===== src/rtl/pipe_hazard_ctrl.sv =====
// Stall/flush controller for the 5-stage pipeline: load-use interlock, taken-branch
// wrong-path flush, and start/ready sequencing of the multi-cycle mult/div unit.
module pipe_hazard_ctrl #(
  parameter int unsigned MD_TIMEOUT = 40,
  parameter int unsigned CNT_W      = 6
) (
  input  logic             clk,
  input  logic             clr_n,
  input  logic [4:0]       fd_rs1,
  input  logic [4:0]       fd_rs2,
  input  logic             fd_uses_rs2,
  input  logic [4:0]       dx_rd,
  input  logic             dx_is_load,
  input  logic             dx_is_md,
  input  logic             br_taken,
  input  logic             md_ready,
  output logic             pc_en,
  output logic             fd_en,
  output logic             dx_en,
  output logic             xm_en,
  output logic             mw_en,
  output logic             fd_flush,
  output logic             dx_flush,
  output logic             xm_flush,
  output logic             md_start,
  output logic             md_busy,
  output logic             md_timeout,
  output logic [CNT_W-1:0] md_cycles
);

  typedef enum logic {
    ST_IDLE    = 1'b0,
    ST_MD_BUSY = 1'b1
  } state_e;

  localparam logic [CNT_W-1:0] TIMEOUT_VAL = CNT_W'(MD_TIMEOUT);
  localparam logic [CNT_W-1:0] CNT_MAX     = '1;

  state_e           state_q, state_d;
  logic [CNT_W-1:0] cnt_q, cnt_d;
  logic [CNT_W-1:0] md_cycles_q, md_cycles_d;
  logic             md_timeout_q, md_timeout_d;

  logic load_use;
  logic md_release;

  // Register 0 is hard-wired, so a load targeting it can never create a hazard.
  assign load_use = dx_is_load && (dx_rd != 5'd0) &&
                    ((dx_rd == fd_rs1) || (fd_uses_rs2 && (dx_rd == fd_rs2)));

  // Ready and timeout both release; ready wins, so a coincident ready is not a timeout.
  assign md_release = md_ready || (cnt_q == TIMEOUT_VAL);

  // NOTE: sequential state uses non-blocking assignments so every register samples
  // the pre-edge values of the others, independent of statement order.
  always_ff @(posedge clk or negedge clr_n) begin
    if (!clr_n) begin
      state_q      <= ST_IDLE;
      cnt_q        <= '0;
      md_cycles_q  <= '0;
      md_timeout_q <= 1'b0;
    end else begin
      state_q      <= state_d;
      cnt_q        <= cnt_d;
      md_cycles_q  <= md_cycles_d;
      md_timeout_q <= md_timeout_d;
    end
  end

  // NOTE: every output of a combinational block gets a default first, so no path
  // through the case leaves a signal unassigned and no latch is inferred.
  always_comb begin
    state_d      = state_q;
    cnt_d        = cnt_q;
    md_cycles_d  = md_cycles_q;
    md_timeout_d = 1'b0;
    unique case (state_q)
      ST_IDLE: begin
        if (dx_is_md) begin
          state_d = ST_MD_BUSY;
          cnt_d   = CNT_W'(1);
        end
      end
      ST_MD_BUSY: begin
        cnt_d = (cnt_q == CNT_MAX) ? cnt_q : cnt_q + 1'b1;
        if (md_release) begin
          state_d      = ST_IDLE;
          md_cycles_d  = cnt_q;
          md_timeout_d = !md_ready;
        end
      end
      default: state_d = ST_IDLE;
    endcase
  end

  always_comb begin
    pc_en    = 1'b1;
    fd_en    = 1'b1;
    dx_en    = 1'b1;
    xm_en    = 1'b1;
    mw_en    = 1'b1;
    fd_flush = 1'b0;
    dx_flush = 1'b0;
    xm_flush = 1'b0;
    md_start = 1'b0;
    md_busy  = 1'b0;
    unique case (state_q)
      ST_IDLE: begin
        if (dx_is_md) begin
          md_start = 1'b1;
          pc_en    = 1'b0;
          fd_en    = 1'b0;
          dx_en    = 1'b0;
          xm_flush = 1'b1;
        end else if (br_taken) begin
          fd_flush = 1'b1;
          dx_flush = 1'b1;
        end else if (load_use) begin
          pc_en    = 1'b0;
          fd_en    = 1'b0;
          dx_flush = 1'b1;
        end
      end
      ST_MD_BUSY: begin
        // D/X holds the MD instruction, so branch and load-use are not considered here.
        md_busy = 1'b1;
        if (!md_release) begin
          pc_en    = 1'b0;
          fd_en    = 1'b0;
          dx_en    = 1'b0;
          xm_flush = 1'b1;
        end
      end
      default: ;
    endcase
  end

  assign md_timeout = md_timeout_q;
  assign md_cycles  = md_cycles_q;

endmodule

===== config.mk =====
export PLATFORM = sky130hd
export DESIGN_NAME = pipe_hazard_ctrl
export DESIGN_NICKNAME = d
export VERILOG_FILES = /design/src/rtl/pipe_hazard_ctrl.sv
export SDC_FILE = /design/constraint.sdc
export NUM_CORES = 1
export LEC_CHECK = 0
export ABC_AREA = 0
export BUFFER_PORTS_ARGS = -buffer_cell sky130_fd_sc_hd__buf_4
export CAP_MARGIN = 15
export CORE_AREA = 2 2 47 49
export DETAILED_ROUTE_END_ITERATION = 10
export DIE_AREA = 0 0 49 51
export PLACE_DENSITY = 0.72
export SLEW_MARGIN = 5
export SYNTH_ARGS = -nofsm -noshare
export SYNTH_HDL_FRONTEND = slang
export SYNTH_SLANG_ARGS = --single-unit

===== constraint.sdc =====
create_clock -name clk -period 1.9 [get_ports clk]
set_clock_uncertainty 0.05 [all_clocks]
set_input_delay 0.19 -clock clk [delete_from_list [all_inputs] [get_ports clk]]
set_output_delay 0.19 -clock clk [all_outputs]
set_load 0.05 [all_outputs]

==> results.md, run 1 <==
* Tcrit/Tclk final at 107%
* Switch Pwr at 0.638 mW
* Leak Pwr at between 0.6 and 0.7 nW
* Routability Congestion at about 0.77
* Ys async rst share at 100%
* Largest net degree at the start of global routing at 15
* Unique masters post-synth at 31
* Final hold violation count at 0
* CP max FO at 4
* FF+latch area at ~350 µm²
* Clk pwr share at 15.2%
* Setup WS post-layout at -125 ps
* Sequential share of power at 31.1%
* Fraction of layout cells with a size suffix above 1 at between 50% and 60%
* Pre-CTS setup slack at ~36 ps
* Min Tclk post-route at between 2000 and 2500 ps
* Crit-path most repeated cell: buf_6
* Worst path required time at around 1700 ps
* Fill count at about 170
* DRC Markers at 0
* CTS tree: built
* Failing checks: negative setup slack
* Unrepaired setup endpoints after global routing: yes
* Total GRT Usage at 17.2%
* Clock Tree Buf Depth at 2
* Initial Utilization at between 40% and 50%
* Max Cap Viol at 0
* Switch share at 43.5%
* Crit Path Category: reg2out
* DIE AREA at 2500 µm²
* Flop and latch count out of synthesis at 14
* CTS buffer count at 3
* Setup crit start kind: flop
* H-tree levels at 1
* Worst EP arrival at about 1800 ps
* Final setup violation count at 3
* Worst setup EP type: output pin
* Ports at 39
* First-pass GRT wire length at ~3.3 mm
* Status: finished, violations left
* Core area at 2060 µm²
* I/O Buffers at 36
* Main synth FF type: dfrtp_1
* Design Power at 1.47 mW
* Syn Inst Count at a little over 80
* Routed len/inst at around 13 µm
* Clk Latency, worst-skew pair at a little under 300 ps
* Worst vdd ir at roughly 570 µV
* Detail Placement HPWL at approximately 1.6 mm
* Sequential share of the synthesized area at 40.7%
* Setup TNS at -283 ps
* Post-Route WL at roughly 2.1 mm
* Multi-input logic area at approximately 490 µm²
* Combinational Power Share at a little over half
* Worst hold path depth at 2
* Hold path startpoint: md_ready
* Number of flops mapped to enable cells by yosys at 0
* # diodes at 0
* Clk pin slew, worst setup/hold paths at around 80 ps
* Fmax at 0.494 GHz
* Hold Slack at between 15 and 20 ps
* CTS Root Cell: clkbuf_4
* Grt ovf at 0
* Slowest CP cell: dfrtp_1
* Worst hold path class: in2reg
* Area Growth Syn to Fin at 52.6%
* Starting DRT DRC Count at 14
* Internal at 0.830 mW
* Vias/cell at 4.99
* Reg2reg path depth at 7
* Row cnt at 17
* Crit-path cells: inv_2, ha_4, nand4b_4, o31ai_4, buf_6, nor2_4, a21oi_4, buf_6
* Initial antenna violation count at 0
* Synth warn at 0
* Antenna viol nets, final at 0
* Power per standard cell area at approximately 1100 nW/µm²
* CP Launch Point: cnt_q[1]
* Clock tree sinks at 14
* Final Max Tran Viols at 0
* Syn avg cell area at between 10 and 15 µm²
* Die X at approximately 49 µm
* Mapped cell area at ~860 µm²
* Die height at between 50 and 60 µm
* RR Startpoint: cnt_q[1]
* First-pass DRT Iterations at 4
* Final net count at around 150
* Vias at between 700 and 800
* Vias in the first global route at between 700 and 800
* Max incr delay on CP at 410 ps
==> path summary, 6_finish.rpt <==
| check | endpoint | slack (ps) |
|---|---|---|
| worst min register to register | md_cycles[2] | 470 |
| worst min-delay path | md_timeout | 20 |
| worst max register to register | cnt_q[3] | 80 |
| worst max-delay path | fd_en | -130 |
| max in group asynchronous | state_q | 1400 |
| min in group asynchronous | cnt_q[5] | 220 |
==> synth_stat cells, drive strengths merged, types with 2 or more instances <==
cell | instances | area share, %
buf | 4 | 3.5
nand2 | 4 | 1.7
ha | 2 | 2.9
o22ai | 2 | 1.5
and3 | 3 | 2.5
dfrtp | 14 | 41
a21oi | 4 | 2.3
xnor2 | 10 | 10
nor2 | 4 | 1.7
a311oi | 2 | 2.0
o31ai | 2 | 3.3
mux2 | 6 | 7.8
nor3 | 3 | 1.7
nor2b | 2 | 1.5
inv | 5 | 2.2
==> final cells by class <==
type                       instances  area share (%)
multi-input combinational         58            37.6
timing repair buffer              48            28.8
sequential                        14            26.8
clock buffer                       4            2.76
tap                               28            2.67
inverter                           5            1.43
==> layer usage <==
| metal | share of wire [%] | track usage (%) | wire length [µm] |
|---|---|---|---|
| met3 | 6.0 | 2.92 | 126 |
| met1 | 39 | 19.1 | 807 |
| met5 | 0 | 0 | 0 |
| met2 | 54 | 32.4 | 1130 |
| met4 | 1.5 | 7.14 | 31 |
==> worst max-delay path, delay by kind of cell (launching register included) <==
| kind | cells | cell delay (ps) |
|---|---|---|
| buf+inv | 3 | 420 |
| flops | 1 | 410 |
| compound gates | 2 | 370 |
| simple gates | 2 | 160 |
| fa+ha+maj | 1 | 140 |
==> cells by family (layout without fill, tap and decap cells) <==
| kind of cell | Yosys count | in the layout | synth area share, % |
|---|---|---|---|
| fa+ha+maj | 2 | 2 | 2.91 |
| flops | 14 | 14 | 40.7 |
| xor+xnor | 11 | 11 | 11.2 |
| buf+inv | 10 | 57 | 6.10 |
| compound gates | 15 | 15 | 15.3 |
| mux | 6 | 6 | 7.85 |
| simple gates | 22 | 22 | 15.6 |
| other cells | 1 | 2 | 0.436 |
==> cells in the final DEF (no fill, tap or decap), drive strengths merged, types with 2 or more instances in the layout <==
cell type,count
mux2,6
inv,5
and3,3
o31ai,2
conb,2
nor2,4
ha,2
dfrtp,14
a21oi,4
a311oi,2
o22ai,2
nor3,3
nor2b,2
clkbuf,4
nand2,4
xnor2,10
buf,47
==> timing repair <==
action,CTS,global route
buffers inserted,5,2
hold buffers,1,0
setup endpoints to repair,4,10
resized for setup,7,0
hold endpoints to repair,14,0
pin swaps,2,0
==> registers in the layout (all words and copies together) (netlist names) <==
| register | cells |
|---|---|
| md_timeout | 1 |
| md_cycles | 6 |
| cnt_q | 6 |
| state_q | 1 |
==> stage by stage <==
step                      cells  instance area [µm²]  util (%)
after floorplan              82                  893         -
after global placement      147                 1200      58.3
after detailed placement    147                 1200      58.3
after CTS                   157                 1310      63.7
after global routing        157                 1310      63.7
final                       157                 1310      63.7
==> power groups by stage <==
stage | logic, mW | registers (mW) | clock network (mW)
final | 0.789 | 0.456 | 0.223
after global routing | 0.834 | 0.466 | 0.240
after CTS | 0.788 | 0.457 | 0.225
after detailed placement | 0.713 | 0.461 | 0
after global placement | 0.703 | 0.456 | 0
after floorplan | 0.315 | 0.618 | 0
Power figures use the tool's default switching activity.
==> run 2: changes to the inputs <==
--- a/config.mk
+++ b/config.mk
@@ -5,13 +5,14 @@
 export SDC_FILE = /design/constraint.sdc
 export NUM_CORES = 1
 export LEC_CHECK = 0
-export ABC_AREA = 0
+export ABC_AREA = 1
 export BUFFER_PORTS_ARGS = -buffer_cell sky130_fd_sc_hd__buf_4
 export CAP_MARGIN = 15
-export CORE_AREA = 2 2 47 49
+export CORE_AREA = 2 2 49 51
 export DETAILED_ROUTE_END_ITERATION = 10
-export DIE_AREA = 0 0 49 51
-export PLACE_DENSITY = 0.72
+export DIE_AREA = 0 0 51 53
+export PLACE_DENSITY = 0.71
+export REMOVE_ABC_BUFFERS = 1
 export SLEW_MARGIN = 5
 export SYNTH_ARGS = -nofsm -noshare
 export SYNTH_HDL_FRONTEND = slang
==> run 2 against run 1 <==
  * The run now ends clean
  * Global-route usage decreased by 0.56 points
  * Clock-buffer cell count unchanged
  * Sequential share of layout area decreased by 0.45 points
  * Synthesized area increased by 10%
  * Synthesized cell count increased by 70%
  * Non-clock buffer count decreased by 7
  * Final area increased by 1.7%
  * Critical endpoint is now pc_en
  * Largest power group unchanged
==> results.md, run 2 <==
* Detail Placement HPWL at ~1.7 mm
* Fmax at 0.546 GHz
* Top delay family on crit path: flip-flops
* Final setup violation count at 0
* Most frequent cells in the layout: nand2_1 (48), buf_4 (37), inv_1 (22)
* Critical path buffers and inverters at 1
* Unique masters post-synth at 25
* Ys async rst share at 100%
* CP max FO at 7
* Dpl cells at 200
* CTS buffer count at 3
* Clk pin slew, worst setup/hold paths at roughly 90 ps
* Starting DRT DRC Count at 29
* Worst vdd ir at about 840 µV
* Final hold violation count at 0
* Worst EP arrival at around 1600 ps
* Slowest CP cell: dfrtp_2
* Clock Tree Buf Depth at 2
* Die height at between 50 and 60 µm
* Most frequent cell after synthesis: nand2_1
* Core area at around 2100 µm²
* Sequential share of the synthesized area at 36.8%
* Flop and latch count out of synthesis at 14
* DIE AREA at 2700 µm²
* Worst setup EP type: output pin
* Largest net degree at the start of global routing at 15
* Fill count at between 200 and 250
* Leak Pwr at ~0.76 nW
* Tcrit/Tclk final at between 90% and 100%
* RR Startpoint: cnt_q[0]
* Min Tclk post-route at approximately 1800 ps
* Most common cell after layout, fill and taps aside: nand2_1
* First-pass GRT wire length at roughly 3.4 mm
* Final net count at 205
* Area Growth Syn to Fin at 40.5%
* CP Launch Point: cnt_q[2]
* Setup crit start kind: flop
* H-tree levels at 1
* Power per standard cell area at 1220 nW/µm²
* Worst hold path class: in2reg
* Clock tree sinks at 14
* Clk Latency, worst-skew pair at approximately 280 ps
* # diodes at 0
* Yosys top cell by area: dfrtp_1
* DRC Markers at 0
* Ports at 39
* Final Max Tran Viols at 0
* Number of flops mapped to enable cells by yosys at 0
* Vias in the first global route at 834
* Most instantiated cells after synthesis: nand2_1 (48), inv_1 (24), dfrtp_1 (14), nor2_1 (12), nand3_1 (7)
* Initial Utilization at 44.3%
* Vias/cell at around 4.6
* Placed cell areas at between 1000 and 1500 µm²
* Total GRT Usage at 16.6%
* Main synth FF type: dfrtp_1
* Mapped cell area at approximately 950 µm²
* Syn Inst Count at approximately 140
* Post-Route WL at approximately 2.2 mm
* Crit-path cells: nor2_2, nand4_4, a21oi_4, nor2_1, nand2_1, buf_6
* Status: completed
* Routability Congestion at between 0.7 and 0.8
* CTS Root Cell: clkbuf_4
* Antenna viol nets, final at 0
* CTS tree: built
* Die X at 51 µm
* Vias at ~950
* Max Cap Viol at 0
* Routed len/inst at ~10 µm
* Fin cells at around 210
* First-pass DRT Iterations at 4
* I/O Buffers at 36
* Top cells by area, synth: dfrtp_1 (37%), nand2_1 (19%), inv_1 (9.5%)
* Hold path startpoint: md_ready
* Grt ovf at 0
* Design Power at approximately 1.6 mW
* Worst path required time at between 1500 and 2000 ps
* Fin area at roughly 1300 µm²
* Crit Path Category: reg2out
* Hold Slack at around 25 ps
* Initial antenna violation count at 0
* Synth warn at 0
* Row cnt at 17
* Fraction of layout cells with a size suffix above 1 at between 30% and 40%
* Max incr delay on CP at 470 ps
* Syn avg cell area at around 6.9 µm²
* Post-synth top area share at a little under two fifths
* Setup TNS at 0 ps
[run 2: worst paths after layout]
kind | cells past startpoint | slack (ps) | end
worst max-delay path | 6 | 70 | pc_en
worst min-delay path | 2 | 20 | md_timeout
worst max register to register | 9 | 260 | cnt_q[0]
worst min register to register | 1 | 450 | md_cycles[5]
max in group asynchronous | 2 | 1380 | cnt_q[2]
min in group asynchronous | 2 | 240 | cnt_q[4]
[run 2: power by group]
part / total, mW / leakage (nW) / internal (mW) / switching, mW
Combinational: 0.908 / 0.571 / 0.325 / 0.583
Sequential: 0.508 / 0.170 / 0.412 / 0.0965
Clock: 0.215 / 0.0210 / 0.116 / 0.0989
[run 2: routing by layer]
metal | part of all wire, % | GRT usage (%) | vias up
met5 | 0 | 0 | -
met4 | 0 | 5.41 | 0
met3 | 5.2 | 2.82 | 0
met2 | 50 | 28.6 | 25
met1 | 45 | 21.1 | 430
li1 | - | - | 498
[run 2: stage by stage]
step,setup WS (ps),utilization [%]
3_3_place_gp,386,57.4
4_1_cts,-9.04,59.8
5_1_grt,-30.4,62.2
2_1_floorplan,-450,-
3_5_place_dp,299,57.4
6_report,67.9,62.2
[run 2: logic make-up after synthesis]
| logic type | count (synthesis) | share of synthesized area (%) |
|---|---|---|
| AND/OR/NAND/NOR | 75 | 33.9 |
| AO/OA/AOI/OAI | 15 | 11.4 |
| other | 1 | 0.394 |
| adder cells (fa/ha/maj) | 2 | 2.63 |
| buffers and inverters | 30 | 13.8 |
| XOR/XNOR | 1 | 0.921 |
| flip-flops | 14 | 36.8 |
[run 2: cell type report]
class	count	area (µm²)	share of cell area, %
Clock buffer	4	36.3	2.72
Inverter	26	97.6	7.30
Multi-Input combinational cell	95	494	37.0
Sequential cell	14	352	26.3
Tap cell	28	35.0	2.62
Timing Repair Buffer	41	322	24.1
[run 2: timing repair]
item / in CTS / in global routing
hold endpoints to repair: 14 / 0
endpoints found under the setup margin: 3 / 4
gates cloned: 0 / 0
pin swaps: 0 / 3
hold buffers: 1 / 0
gates resized for setup: 1 / 8
buffers inserted: 0 / 3
==> run 3: changes to the inputs <==
--- a/config.mk
+++ b/config.mk
@@ -13,6 +13,7 @@
 export DIE_AREA = 0 0 51 53
 export PLACE_DENSITY = 0.71
 export REMOVE_ABC_BUFFERS = 1
+export SETUP_SLACK_MARGIN = 0.3
 export SLEW_MARGIN = 5
 export SYNTH_ARGS = -nofsm -noshare
 export SYNTH_HDL_FRONTEND = slang
==> run 3 against run 2 <==
  * Die area unchanged
  * Clock power is essentially flat
  * Wire length increased by 14%
  * Sequential power is 2% lower
  * Sequential share of layout area shrank 2.0 points
  * Clock-buffer cell count is the same
  * Combinational power increased by 16%
  * Setup slack improved by 100 ps
  * Maximum frequency is 5.9% higher
  * Final area is 8.5% higher
  * Critical path depth up 1
  * Power increased by 8.3%
  * Critical path type unchanged
  * Critical endpoint is now fd_en
  * Largest power group unchanged
==> results.md, run 3 (synthesis results as in run 2) <==
* R2R setup slack at roughly 300 ps
* Row cnt at 17
* Ports at 39
* Most common cell after layout, fill and taps aside: nand2_1
* Initial Utilization at 44.3%
* Reg2reg end: md_cycles[1]
* Fraction of layout cells with a size suffix above 1 at 40.2%
* # diodes at 0
* CTS tree: built
* Max incr delay on CP at 400 ps
* Leak Pwr at just over 0.8 nW
* First-pass GRT wire length at approximately 3.7 mm
* Min Tclk post-route at around 1700 ps
* Initial antenna violation count at 0
* Routed len/inst at between 10 and 15 µm
* Clk pwr share at around an eighth
* Clock tree sinks at 14
* Clock Tree Buf Depth at 2
* Crit-path cells: inv_2, ha_4, nand4_4, a21oi_4, nor2_2, nand2_2, buf_6
* Starting DRT DRC Count at 9
* Internal at between 0.9 and 1 mW
* Largest net degree at the start of global routing at 15
* Crit Path Category: reg2out
* Multi-input logic area at between 500 and 600 µm²
* Hold Slack at about 42 ps
* Antenna viol nets, final at 0
* Clk Latency, worst-skew pair at ~270 ps
* Worst hold path class: in2reg
* I/O Buffers at 36
* Unrepaired setup endpoints after global routing: yes
* Final hold violation count at 0
* H-tree levels at 1
* End of the critical path: fd_en
* Worst path required time at 1660 ps
* Detail Placement HPWL at 1.71 mm
* Worst setup EP type: output pin
* Fill count at about 190
* CTS buffer count at 3
* Top delay family on crit path: flip-flops
* Post-Route WL at about 2.5 mm
* Combinational Power Share at 59.7%
* Fmax at a little under 0.6 GHz
* Vias at between 900 and 1000
* Grt ovf at 0
* CP Launch Point: cnt_q[0]
* Max Cap Viol at 0
* Crit path depth at 7
* Routability Congestion at around 0.80
* Final setup violation count at 0
* CP max FO at 3
* DRC Markers at 0
* FF+latch area at 353 µm²
* DIE AREA at roughly 2700 µm²
* Tcrit/Tclk final at about nine tenths
* Setup crit start kind: flop
* Total GRT Usage at approximately 18%
* Switch Pwr at 0.831 mW
* Most frequent cells in the layout: nand2_1 (47), buf_4 (43), inv_1 (20)
* CTS Root Cell: clkbuf_4
* Sequential share of power at 28.2%
* Switch share at 47.0%
* Fin util at around two thirds
* Power per standard cell area at approximately 1200 nW/µm²
* Vias/cell at roughly 4.6
* First-pass DRT Iterations at 4
* Reg2reg path depth at 9
* RR Startpoint: cnt_q[0]
* Clk pin slew, worst setup/hold paths at 90 ps
* Design Power at between 1.5 and 2 mW
* Final Max Tran Viols at 0
* Die height at approximately 53 µm
* Area Growth Syn to Fin at 52.5%
* Core area at between 2000 and 2500 µm²
* Die X at 51 µm
* Worst EP arrival at 1490 ps
* Vias in the first global route at between 900 and 1000
* Final net count at roughly 210
* Status: completed
* Critical path buffers and inverters at 2
* Worst vdd ir at around 880 µV
* Slowest CP cell: dfrtp_1
## run 3: cell type report
| type | instances | share of cell area [%] |
|---|---|---|
| multi-input cells | 95 | 36.2 |
| repair buffers | 50 | 27.9 |
| flip-flops and latches | 14 | 24.3 |
| inverters | 26 | 6.73 |
| clock buffers | 4 | 2.50 |
| well taps | 28 | 2.42 |
## run 3: per-stage QoR
stage / setup WS [ps] / cells / setup TNS [ps] / instance area, µm²
final: 170 / 217 / 0 / 1450
after detailed placement: 299 / 200 / 0 / 1230
after CTS: 145 / 211 / 0 / 1370
after global routing: 75.4 / 217 / 0 / 1450
after global placement: 386 / 200 / 0 / 1230
after floorplan: -450 / 135 / -1160 / 921
## run 3: layer usage
metal / vias up / GRT usage (%) / part of all wire, %
met4: 0 / 6.31 / 0.68
met3: 2 / 3.39 / 5.2
met2: 33 / 32.0 / 53
met5: - / 0 / 0
met1: 445 / 22.5 / 41
li1: 515 / - / -
## run 3: worst min-delay path by stage
stage	endpoint	from	cells after the start
6_report	md_timeout	md_ready	2
5_1_grt	md_timeout	md_ready	2
4_1_cts	md_timeout	md_ready	2
3_5_place_dp	cnt_q[4]	clr_n	1
3_3_place_gp	cnt_q[4]	clr_n	1
2_1_floorplan	cnt_q[0]	clr_n	0
## run 3: power groups by stage
stage | Clock (mW) | Combinational (mW) | Sequential [mW]
finish | 0.214 | 1.05 | 0.497
global route | 0.243 | 1.13 | 0.511
CTS | 0.221 | 0.969 | 0.488
detailed placement | 0 | 0.831 | 0.508
global placement | 0 | 0.814 | 0.502
floorplan | 0 | 0.382 | 0.698
## run 3: worst register-to-register path: stages (launching register included)
cell and delay, ps:
dfrtp_1 400, inv_2 90, ha_4 140, nand4_4 90, a21oi_4 200, buf_4 140
buf_4 100, buf_8 120, nand2_1 60, o21a_1 100
## run 3: timing repair
item	CTS	global route
setup endpoints to repair	6	18
pin swaps	4	3
resized for setup	12	13
gates cloned	0	0
buffers inserted	6	6
hold endpoints to repair	14	0
hold buffers	1	0
